### src/rtl/column_fill.sv
// column_fill: expands one ray-hit record per screen column into SCREEN_HEIGHT pixel descriptors.
// Optional build macro COLUMN_FILL_FRAME_DONE_EN adds frame_done_out / frame_count_out.
module column_fill #(
  parameter int SCREEN_WIDTH  = 320,
  parameter int SCREEN_HEIGHT = 180,
  parameter int TEX_SIZE      = 32,
  localparam int TB = $clog2(TEX_SIZE),
  localparam int AW = $clog2(SCREEN_WIDTH*SCREEN_HEIGHT),
  localparam int DW = 7 + 2*TB
) (
  input  logic          pixel_clk_in,
  input  logic          rst_in,
  input  logic          col_in_tvalid,
  input  logic [37:0]   col_in_tdata,
  input  logic          col_in_tlast,
  output logic          col_in_tready,
  output logic          pix_tvalid,
  input  logic          pix_tready,
  output logic [AW-1:0] pix_addr_out,
  output logic [DW-1:0] pix_data_out,
  output logic          pix_tlast
`ifdef COLUMN_FILL_FRAME_DONE_EN
  ,
  output logic          frame_done_out,
  output logic [15:0]   frame_count_out
`endif
);

  typedef enum logic [1:0] {S_IDLE, S_DIVIDE, S_SETUP, S_EMIT} state_t;

  localparam logic [15:0]       DIVIDEND = 16'(TEX_SIZE << 8);
  localparam logic [7:0]        LAST_ROW = 8'(SCREEN_HEIGHT - 1);
  localparam logic [TB-1:0]     TEX_MAX  = TB'(TEX_SIZE - 1);
  localparam logic signed [9:0] HALF_S   = 10'(SCREEN_HEIGHT / 2);
  localparam logic signed [9:0] HEIGHT_S = 10'(SCREEN_HEIGHT);

  state_t state_q, state_d;
  logic [8:0]        hcount_q, hcount_d;
  logic [7:0]        lh_q, lh_d;
  logic              wt_q, wt_d;
  logic [3:0]        md_q, md_d;
  logic [TB-1:0]     texu_q, texu_d;
  logic              tlast_q, tlast_d;
  logic signed [9:0] start_q, start_d;
  logic [8:0]        ds_q, ds_d;
  logic [8:0]        de_q, de_d;
  logic [7:0]        rem_q, rem_d;
  logic [15:0]       quo_q, quo_d;
  logic [3:0]        cnt_q, cnt_d;
  logic [15:0]       step_q, step_d;
  logic [AW-1:0]     base_q, base_d;
  logic [23:0]       acc_q, acc_d;
  logic [7:0]        row_q, row_d;
  logic              valid_q, valid_d;
  logic [AW-1:0]     addr_q, addr_d;
  logic [DW-1:0]     data_q, data_d;
  logic              last_q, last_d;

  // Record decode
  logic [8:0]        rec_hcount;
  logic [7:0]        rec_lh;
  logic              rec_in_range;
  logic signed [9:0] start_c, end_c;
  logic [8:0]        ds_c, de_c;
  logic              unused_bits;

  assign rec_hcount   = col_in_tdata[37:29];
  assign rec_lh       = col_in_tdata[28:21];
  assign rec_in_range = {1'b0, rec_hcount} < 10'(SCREEN_WIDTH);
  assign start_c      = HALF_S - $signed({3'b000, rec_lh[7:1]});
  assign end_c        = start_c + $signed({2'b00, rec_lh});
  assign ds_c         = start_c[9] ? 9'd0 : start_c[8:0];
  assign de_c         = (end_c > HEIGHT_S) ? 9'(SCREEN_HEIGHT) : end_c[8:0];
  assign unused_bits  = ^col_in_tdata[15-TB:0];

  // Divider step and setup products
  logic [8:0]    trial;
  logic [15:0]   step_c;
  logic [9:0]    off_c;
  logic [AW-1:0] base_c;

  assign trial  = {rem_q, quo_q[15]};
  assign step_c = (lh_q == 8'd0) ? 16'd0 : quo_q;
  assign off_c  = {1'b0, ds_q} - start_q;
  assign base_c = AW'(32'(hcount_q) * SCREEN_HEIGHT);

  // Next descriptor: row 0 when priming, otherwise the row after the one in flight
  logic [7:0]    ld_row;
  logic [23:0]   ld_acc;
  logic [23:0]   acc_inc;
  logic [8:0]    row9_c;
  logic [1:0]    region_c;
  logic [15:0]   acc_hi_c;
  logic [TB-1:0] tv_c;
  logic          wall_c;
  logic [DW-1:0] desc_c;

  assign acc_inc  = (data_q[DW-1 -: 2] == 2'd1) ? {8'd0, step_q} : 24'd0;
  assign ld_row   = valid_q ? row_q + 8'd1 : row_q;
  assign ld_acc   = valid_q ? acc_q + acc_inc : acc_q;
  assign row9_c   = {1'b0, ld_row};
  assign region_c = (row9_c < ds_q) ? 2'd0 : (row9_c < de_q) ? 2'd1 : 2'd2;
  assign acc_hi_c = ld_acc[23:8];
  assign tv_c     = (acc_hi_c > 16'(TEX_SIZE - 1)) ? TEX_MAX : acc_hi_c[TB-1:0];
  assign wall_c   = (region_c == 2'd1);
  assign desc_c   = {region_c, md_q, wt_q,
                     wall_c ? texu_q : {TB{1'b0}},
                     wall_c ? tv_c   : {TB{1'b0}}};

  always_comb begin
    state_d  = state_q;
    hcount_d = hcount_q;
    lh_d     = lh_q;
    wt_d     = wt_q;
    md_d     = md_q;
    texu_d   = texu_q;
    tlast_d  = tlast_q;
    start_d  = start_q;
    ds_d     = ds_q;
    de_d     = de_q;
    rem_d    = rem_q;
    quo_d    = quo_q;
    cnt_d    = cnt_q;
    step_d   = step_q;
    base_d   = base_q;
    acc_d    = acc_q;
    row_d    = row_q;
    valid_d  = valid_q;
    addr_d   = addr_q;
    data_d   = data_q;
    last_d   = last_q;

    unique case (state_q)
      S_IDLE: begin
        // Out-of-range columns are swallowed here, tlast included
        if (col_in_tvalid && rec_in_range) begin
          hcount_d = rec_hcount;
          lh_d     = rec_lh;
          wt_d     = col_in_tdata[20];
          md_d     = col_in_tdata[19:16];
          texu_d   = col_in_tdata[15 -: TB];
          tlast_d  = col_in_tlast;
          start_d  = start_c;
          ds_d     = ds_c;
          de_d     = de_c;
          rem_d    = 8'd0;
          quo_d    = DIVIDEND;
          cnt_d    = 4'd0;
          state_d  = (rec_lh != 8'd0) ? S_DIVIDE : S_SETUP;
        end
      end
      S_DIVIDE: begin
        if (trial >= {1'b0, lh_q}) begin
          rem_d = 8'(trial - {1'b0, lh_q});
          quo_d = {quo_q[14:0], 1'b1};
        end else begin
          rem_d = trial[7:0];
          quo_d = {quo_q[14:0], 1'b0};
        end
        cnt_d = cnt_q + 4'd1;
        if (cnt_q == 4'd15) state_d = S_SETUP;
      end
      S_SETUP: begin
        step_d  = step_c;
        base_d  = base_c;
        acc_d   = {14'd0, off_c} * {8'd0, step_c};
        row_d   = 8'd0;
        state_d = S_EMIT;
      end
      S_EMIT: begin
        if (!valid_q || pix_tready) begin
          if (valid_q && row_q == LAST_ROW) begin
            valid_d = 1'b0;
            last_d  = 1'b0;
            state_d = S_IDLE;
          end else begin
            row_d   = ld_row;
            acc_d   = ld_acc;
            valid_d = 1'b1;
            addr_d  = base_q + AW'(ld_row);
            data_d  = desc_c;
            last_d  = tlast_q && (ld_row == LAST_ROW);
          end
        end
      end
      default: state_d = S_IDLE;
    endcase
  end

  always_ff @(posedge pixel_clk_in or posedge rst_in) begin
    if (rst_in) begin
      state_q  <= S_IDLE;
      hcount_q <= '0;
      lh_q     <= '0;
      wt_q     <= 1'b0;
      md_q     <= '0;
      texu_q   <= '0;
      tlast_q  <= 1'b0;
      start_q  <= '0;
      ds_q     <= '0;
      de_q     <= '0;
      rem_q    <= '0;
      quo_q    <= '0;
      cnt_q    <= '0;
      step_q   <= '0;
      base_q   <= '0;
      acc_q    <= '0;
      row_q    <= '0;
      valid_q  <= 1'b0;
      addr_q   <= '0;
      data_q   <= '0;
      last_q   <= 1'b0;
    end else begin
      state_q  <= state_d;
      hcount_q <= hcount_d;
      lh_q     <= lh_d;
      wt_q     <= wt_d;
      md_q     <= md_d;
      texu_q   <= texu_d;
      tlast_q  <= tlast_d;
      start_q  <= start_d;
      ds_q     <= ds_d;
      de_q     <= de_d;
      rem_q    <= rem_d;
      quo_q    <= quo_d;
      cnt_q    <= cnt_d;
      step_q   <= step_d;
      base_q   <= base_d;
      acc_q    <= acc_d;
      row_q    <= row_d;
      valid_q  <= valid_d;
      addr_q   <= addr_d;
      data_q   <= data_d;
      last_q   <= last_d;
    end
  end

  assign col_in_tready = (state_q == S_IDLE);
  assign pix_tvalid    = valid_q;
  assign pix_addr_out  = addr_q;
  assign pix_data_out  = data_q;
  assign pix_tlast     = last_q;

`ifdef COLUMN_FILL_FRAME_DONE_EN
  logic        fd_q;
  logic [15:0] fc_q;

  always_ff @(posedge pixel_clk_in or posedge rst_in) begin
    if (rst_in) begin
      fd_q <= 1'b0;
      fc_q <= 16'd0;
    end else begin
      fd_q <= valid_q && pix_tready && last_q;
      if (valid_q && pix_tready && last_q) fc_q <= fc_q + 16'd1;
    end
  end

  assign frame_done_out  = fd_q;
  assign frame_count_out = fc_q;
`endif

endmodule

### config.mk
export PLATFORM = sky130hd
export DESIGN_NAME = column_fill
export DESIGN_NICKNAME = d
export VERILOG_FILES = /design/src/rtl/column_fill.sv
export SDC_FILE = /design/constraint.sdc
export NUM_CORES = 1
export LEC_CHECK = 0
export CORE_MARGIN = 5
export CORE_UTILIZATION = 45
export DETAILED_ROUTE_END_ITERATION = 7
export GPL_ROUTABILITY_DRIVEN = 0
export SLEW_MARGIN = 20
export SYNTH_ARGS = -nofsm -noshare
export SYNTH_HDL_FRONTEND = slang
export SYNTH_SLANG_ARGS = --single-unit
### constraint.sdc
create_clock -name pixel_clk_in -period 8.1 [get_ports pixel_clk_in]
set_input_delay 1.62 -clock pixel_clk_in [delete_from_list [all_inputs] [get_ports pixel_clk_in]]
set_output_delay 1.62 -clock pixel_clk_in [all_outputs]
set_load 0.05 [all_outputs]
==> flow_summary_export.csv, run 1 <==
group,metric,value,unit
placed_design,placed_cells,2374,
critical_path,crit_fanout,9,
die,start_util,45.4,%
clock_tree,clock_latency,0.45,ns
clock_tree,cts-root-buf,"clkbuf_16",
layout,layout_commonest_cell,"nand2_1",
logic_synthesis,synthDistinctLibCells,87,
critical_path,cp-end-kind,"register",
grt,antenna_found_initial,1,
grt,met1_usage,28.6,%
logic_synthesis,yosysSeqAreaShare,26.9,%
logic_synthesis,synth_edf_count,0,
logic_synthesis,avgSynthCellArea,8.79,um2
layout,multiInputGateArea,10900,um2
critical_path,crit_type,"reg2reg",
grt,grt_pass1_vias,13700,
detailed_routing,wirelength,41900,um
layout,num-fill-cells,3459,
detailed_routing,drc,0,
placed_design,io_buffer_count,67,
detailed_routing,routed_via_density,5.50,
critical_path,path_buf_inv,5,
die,die-area,40700,um2
grt,met3_usage,3.67,%
logic_synthesis,async_flop_share,100,%
logic_synthesis,synth_mux_area_share,3.05,%
logic_synthesis,synth_top_family_by_area,"adder cells",
grt,met2_usage,35.5,%
grt,grt.total_usage,21.3,%
clock_tree,cts_sinks,178,
timing,max_freq,0.133,GHz
clock_tree,clk_pin_slew,0.07,ns
placed_design,dpl_cell_area,17700,um2
detailed_routing,first_pass_iters,5,
logic_synthesis,synthesis.area,16600,um2
die,core_area,36400,um2
timing,drv_slew,0,
detailed_routing,via_count,13200,
critical_path,cpMostUsedCell,"fa_1",
die,fp.dieW,202,um
timing,slew-limit-headroom,30.3,%
logic_synthesis,synth-xor-area-share,4.28,%
die,ioPinCount,79,
clock_tree,post_cts_buffers,0,
layout,area_growth,10.5,%
clock_tree,htreeDepth,4,
layout,final_core_util,50.2,%
logic_synthesis,yosys.area_share.simple,16.2,%
layout,final_area,18300,um2
power_and_ir_drop,p_per_area,116,nW/um2
die,dieHeight,202,um
logic_synthesis,synth_fp_nets,2195,
run,maxCapViolations,0,
layout,ff_latch_area,4450,um2
layout,drive_gt1_share,6.14,%
clock_tree,cts_resized,0,
critical_path,critPathMaxStageDelay,0.56,ns
logic_synthesis,synth_seq_cells,178,
grt,grt_overflow,0,
timing,setup_violations,0,
timing,hold_viol_final,0,
timing,worst_pin_slew,1.04,ns
status,status,"finished clean",
timing,period_minus_slack,7.52,ns
logic_synthesis,synth-main-ff-cell,"dfrtp_1",
power_and_ir_drop,total_leakage_power,8.83,nW
detailed_routing,drt-wirelength-per-cell,17.4,um
timing,fin_tns_setup,0,ns
critical_path,cp.required,8.43,ns
timing,rsz0062_at_grt,"no",
layout,layout.nets,2236,
power_and_ir_drop,finalPower,2.12,mW
power_and_ir_drop,ir_drop,0.169,mV
placed_design,dp_slack,0.579,ns
logic_synthesis,syn_inst,1884,
timing,finalCritPeriodShare,92.8,%
clock_tree,cts_buffers,17,
logic_synthesis,synth_compound_area_share,16.3,%
clock_tree,hold_buffers,0,
clock_tree,clk_path_buf_depth,2,
critical_path,crit_path_start_kind,"register",
layout,layout.cells.non_filler,2405,
grt,gr-max-usage-layer,"met2",
worst_hold_path,hold_class,"reg2reg",
critical_path,path_delay_family,"adder cells",
timing,fin_skew,0.00822,ns
detailed_routing,final_antenna_net_count,0,
critical_path,crit_arrival,7.85,ns
timing,holdWs,0.469,ns
critical_path,slowest_stage,"fa_1",
layout,antenna_cells,0,
grt,grt_max_degree,72,
logic_synthesis,ys_warn_count,0,
placed_design,dp_hpwl,32100,um
clock_tree,cts_tree,"built",
detailed_routing,drt_first_iter_violations,715,
layout,most-common-layout-cells,"nand2_1, inv_1, dfrtp_1, ha_1, nor2_1",
timing,layout_setup_ws,0.581,ns
grt,grt_pass1_wl,70600,um
logic_synthesis,synth_fa_ha_area_share,25.9,%
die,core.rowCount,70,
[power by group]
group | total (mW) | internal, mW | switching [mW]
registers | 0.933 | 0.912 | 0.0210
logic | 0.311 | 0.118 | 0.193
clock network | 0.874 | 0.494 | 0.380
total | 2.12 | 1.52 | 0.594
[cell type report]
type / instances / area share, %
Multi-Input combinational cell: 1394 / 59.6
Inverter: 248 / 5.12
Tap cell: 468 / 3.20
Timing Repair Buffer: 86 / 4.45
Sequential cell: 178 / 24.3
Clock inverter: 12 / 0.862
Clock buffer: 19 / 2.42
[layer usage]
layer,vias up,share of wire (%)
li1,6411,-
met1,6501,46
met2,248,47
met3,59,4.0
met4,2,2.6
met5,-,0.031
[cells in the mapped netlist (all sizes together), types with 23 or more instances]
| cell | n | area [um2] |
|---|---|---|
| a21oi | 96 | 499 |
| and2 | 38 | 239 |
| clkbuf | 51 | 221 |
| dfrtp | 178 | 4450 |
| fa | 125 | 2500 |
| ha | 143 | 1790 |
| inv | 247 | 927 |
| mux2 | 27 | 304 |
| nand2 | 276 | 1040 |
| nand3 | 28 | 140 |
| nor2 | 134 | 508 |
| nor3 | 23 | 115 |
| o21ai | 125 | 626 |
| xnor2 | 53 | 472 |
| xor2 | 27 | 236 |
[cells by family (layout without fill, tap and decap cells)]
family,Yosys count,after routing
and+or+nand+nor,593,593
AOI/OAI and AO/OA,406,406
buffers and inverters,312,365
adders and majority gates,268,268
DFF,178,178
xor gates and xnor gates,80,80
muxes,47,47
[worst reg2reg max path, cell delays in order, from the launching register on]
cell and delay (ns):
dfrtp_1 0.39, inv_1 0.08, ha_1 0.16, inv_1 0.05, fa_1 0.40, a21oi_1 0.33
o211ai_1 0.16, a21oi_1 0.33, xnor2_1 0.32, buf_4 0.30, nor2_1 0.09, fa_1 0.56
fa_1 0.44, fa_1 0.51, fa_1 0.55, inv_1 0.05, fa_1 0.52, inv_1 0.04
ha_1 0.34, nand4_1 0.16, nor4_1 0.29, nor2_1 0.15, a21oi_1 0.26, o31ai_1 0.13
a311oi_1 0.32, xor2_1 0.11, a221o_1 0.35
[registers in the layout (all words and copies together), names as in the netlist, 2 cells and up]
name and count:
step_q 16, md_q 4, cnt_q 4, base_q 14, pix_addr_out 16, start_q 7, acc_q 24, pix_data_out 17
lh_q 8, state_q 2, texu_q 5, ds_q 7, quo_q 16, de_q 9, hcount_q 9, row_q 8
rem_q 8
[final timing paths]
| path | endpoint | start | cells after the start | slack [ns] |
|---|---|---|---|---|
| min in group asynchronous | de_q[4] | rst_in | 2 | 1.64 |
| max in group asynchronous | acc_q[8] | rst_in | 3 | 5.27 |
| setup / recovery | acc_q[22] | ds_q[0] | 26 | 0.58 |
| hold reg to reg | pix_data_out[12] | md_q[1] | 2 | 0.47 |
| hold / removal | pix_data_out[12] | md_q[1] | 2 | 0.47 |
| setup reg to reg | acc_q[22] | ds_q[0] | 26 | 0.58 |
(Power assumes the default switching activity.)
==> run 2, diff against run 1 <==
--- a/config.mk
+++ b/config.mk
@@ -9,7 +9,6 @@
 export CORE_UTILIZATION = 45
 export DETAILED_ROUTE_END_ITERATION = 7
 export GPL_ROUTABILITY_DRIVEN = 0
-export SLEW_MARGIN = 20
 export SYNTH_ARGS = -nofsm -noshare
 export SYNTH_HDL_FRONTEND = slang
 export SYNTH_SLANG_ARGS = --single-unit
==> flow_summary_export.csv, run 2 (same netlist as run 1, synthesis figures left out) <==
group,metric,value,unit
grt,grt_pass1_wl,70400,um
detailed_routing,drt_first_iter_violations,713,
grt,grt_max_degree,72,
die,fp.dieW,202,um
timing,drv_slew,0,
grt,met2_usage,35.4,%
critical_path,crit_fanout,9,
timing,fin_tns_setup,0,ns
power_and_ir_drop,p_sw_share,28.3,%
placed_design,placed_cells,2374,
grt,grt.total_usage,21.2,%
worst_hold_path,whs_path_depth,2,
layout,antenna_cells,0,
clock_tree,cts-root-buf,"clkbuf_16",
grt,grt_pass1_vias,13700,
clock_tree,htreeDepth,4,
status,status,"finished clean",
layout,layout_commonest_cell,"nand2_1",
die,die-area,40700,um2
clock_tree,cts_buffers,17,
power_and_ir_drop,p_int,1.53,mW
grt,grt_overflow,0,
critical_path,cp.required,8.43,ns
clock_tree,cts_resized,0,
critical_path,r2r-start,"ds_q[0]",
clock_tree,cts_sinks,178,
timing,setup_violations,0,
timing,fin_skew,0.0130,ns
critical_path,crit_type,"reg2reg",
die,ioPinCount,79,
die,dieHeight,202,um
detailed_routing,routed_via_density,5.49,
grt,met1_usage,28.6,%
die,core_area,36400,um2
clock_tree,cts_tree,"built",
power_and_ir_drop,pwr-share-comb,14.5,%
clock_tree,clk_path_buf_depth,2,
timing,max_freq,0.133,GHz
clock_tree,hold_buffers,0,
clock_tree,clk_pin_slew,0.07,ns
detailed_routing,drc,0,
clock_tree,post_cts_buffers,0,
detailed_routing,drt-wirelength-per-cell,17.4,um
layout,area_growth,10.6,%
critical_path,crit_path_start_kind,"register",
placed_design,dp_hpwl,32100,um
power_and_ir_drop,power_frac_seq,43.8,%
die,start_util,45.4,%
timing,rsz0062_at_grt,"no",
detailed_routing,final_antenna_net_count,0,
critical_path,r2r-end,"acc_q[22]",
clock_tree,clock_latency,0.46,ns
power_and_ir_drop,total_leakage_power,8.83,nW
layout,layout.cells.non_filler,2406,
timing,finalCritPeriodShare,93.1,%
worst_hold_path,hold_class,"reg2reg",
layout,drive_gt1_share,6.19,%
grt,met3_usage,3.55,%
detailed_routing,wirelength,41800,um
detailed_routing,first_pass_iters,5,
critical_path,crit_start,"ds_q[0]",
grt,antenna_found_initial,1,
layout,num-fill-cells,3427,
critical_path,cp-end-kind,"register",
power_and_ir_drop,ir_drop,0.146,mV
run,maxCapViolations,0,
power_and_ir_drop,clkPwrFrac,41.7,%
layout,layout.nets,2236,
critical_path,crit_path_end,"acc_q[22]",
timing,holdWs,0.469,ns
critical_path,rrSetupSlack,0.56,ns
detailed_routing,via_count,13200,
timing,period_minus_slack,7.54,ns
power_and_ir_drop,switchingPower,0.603,mW
power_and_ir_drop,p_per_area,116,nW/um2
timing,hold_viol_final,0,
timing,slew-limit-headroom,18.9,%
critical_path,reg2reg_depth,26,
layout,most-common-layout-cells,"nand2_1, inv_1, dfrtp_1, ha_1, nor2_1",
placed_design,io_buffer_count,67,
layout,top_register,"acc_q",
grt,gr-max-usage-layer,"met2",
critical_path,crit_arrival,7.87,ns
die,core.rowCount,70,
layout,largest_reg_flops,24,
timing,worst_pin_slew,1.22,ns
run 2: final cells by class:
class	instances	area [um2]	area share [%]
multi-input combinational	1394	10900	59.5
sequential	178	4450	24.3
inverter	248	936	5.11
timing repair buffer	86	813	4.44
tap	468	586	3.20
clock buffer	19	443	2.42
clock inverter	13	173	0.943
run 2: power groups by stage:
stage | combinational, mW | clock [mW] | sequential (mW)
after detailed placement | 0.312 | 0 | 0.949
final | 0.310 | 0.889 | 0.933
after floorplan | 0.196 | 0 | 0.972
after global placement | 0.306 | 0 | 0.948
after global routing | 0.346 | 0.946 | 0.936
after CTS | 0.314 | 0.910 | 0.932
run 2: worst min-delay path by stage:
stage,startpoint,end,slack [ns]
detailed placement,wt_q,pix_data_out[10],0.46
global route,md_q[3],pix_data_out[14],0.49
CTS,md_q[1],pix_data_out[12],0.47
floorplan,tlast_q,tlast_q,0.44
global placement,md_q[2],pix_data_out[13],0.45
finish,md_q[1],pix_data_out[12],0.47
run 2: through the flow:
stage | util, % | power [mW] | area (um2) | setup WS [ns]
floorplan | - | 1.17 | 16600 | 1.22
global placement | 48.5 | 1.25 | 17700 | 0.696
detailed placement | 48.5 | 1.26 | 17700 | 0.624
CTS | 50.2 | 2.16 | 18300 | 0.545
global route | 50.2 | 2.23 | 18300 | 0.134
finish | 50.2 | 2.13 | 18300 | 0.562
run 2: layer usage:
layer | share of wire [%] | wire [um]
met1 | 46 | 19000
met2 | 48 | 19900
met3 | 4.3 | 1810
met4 | 2.6 | 1070
met5 | 0.031 | 13
run 2: critical path: stages, from the launching register on:
cell and delay (ns):
dfrtp_1 0.39, inv_1 0.09, ha_1 0.17, inv_1 0.05, fa_1 0.40, a21oi_1 0.32
o211ai_1 0.16, a21oi_1 0.34, xnor2_1 0.32, buf_4 0.30, nor2_1 0.09, fa_1 0.56
fa_1 0.44, fa_1 0.52, fa_1 0.55, inv_1 0.05, fa_1 0.52, inv_1 0.04
ha_1 0.34, nand4_1 0.17, nor4_1 0.28, nor2_1 0.14, a21oi_1 0.27, o31ai_1 0.13
a311oi_1 0.31, xor2_1 0.11, a221o_1 0.35
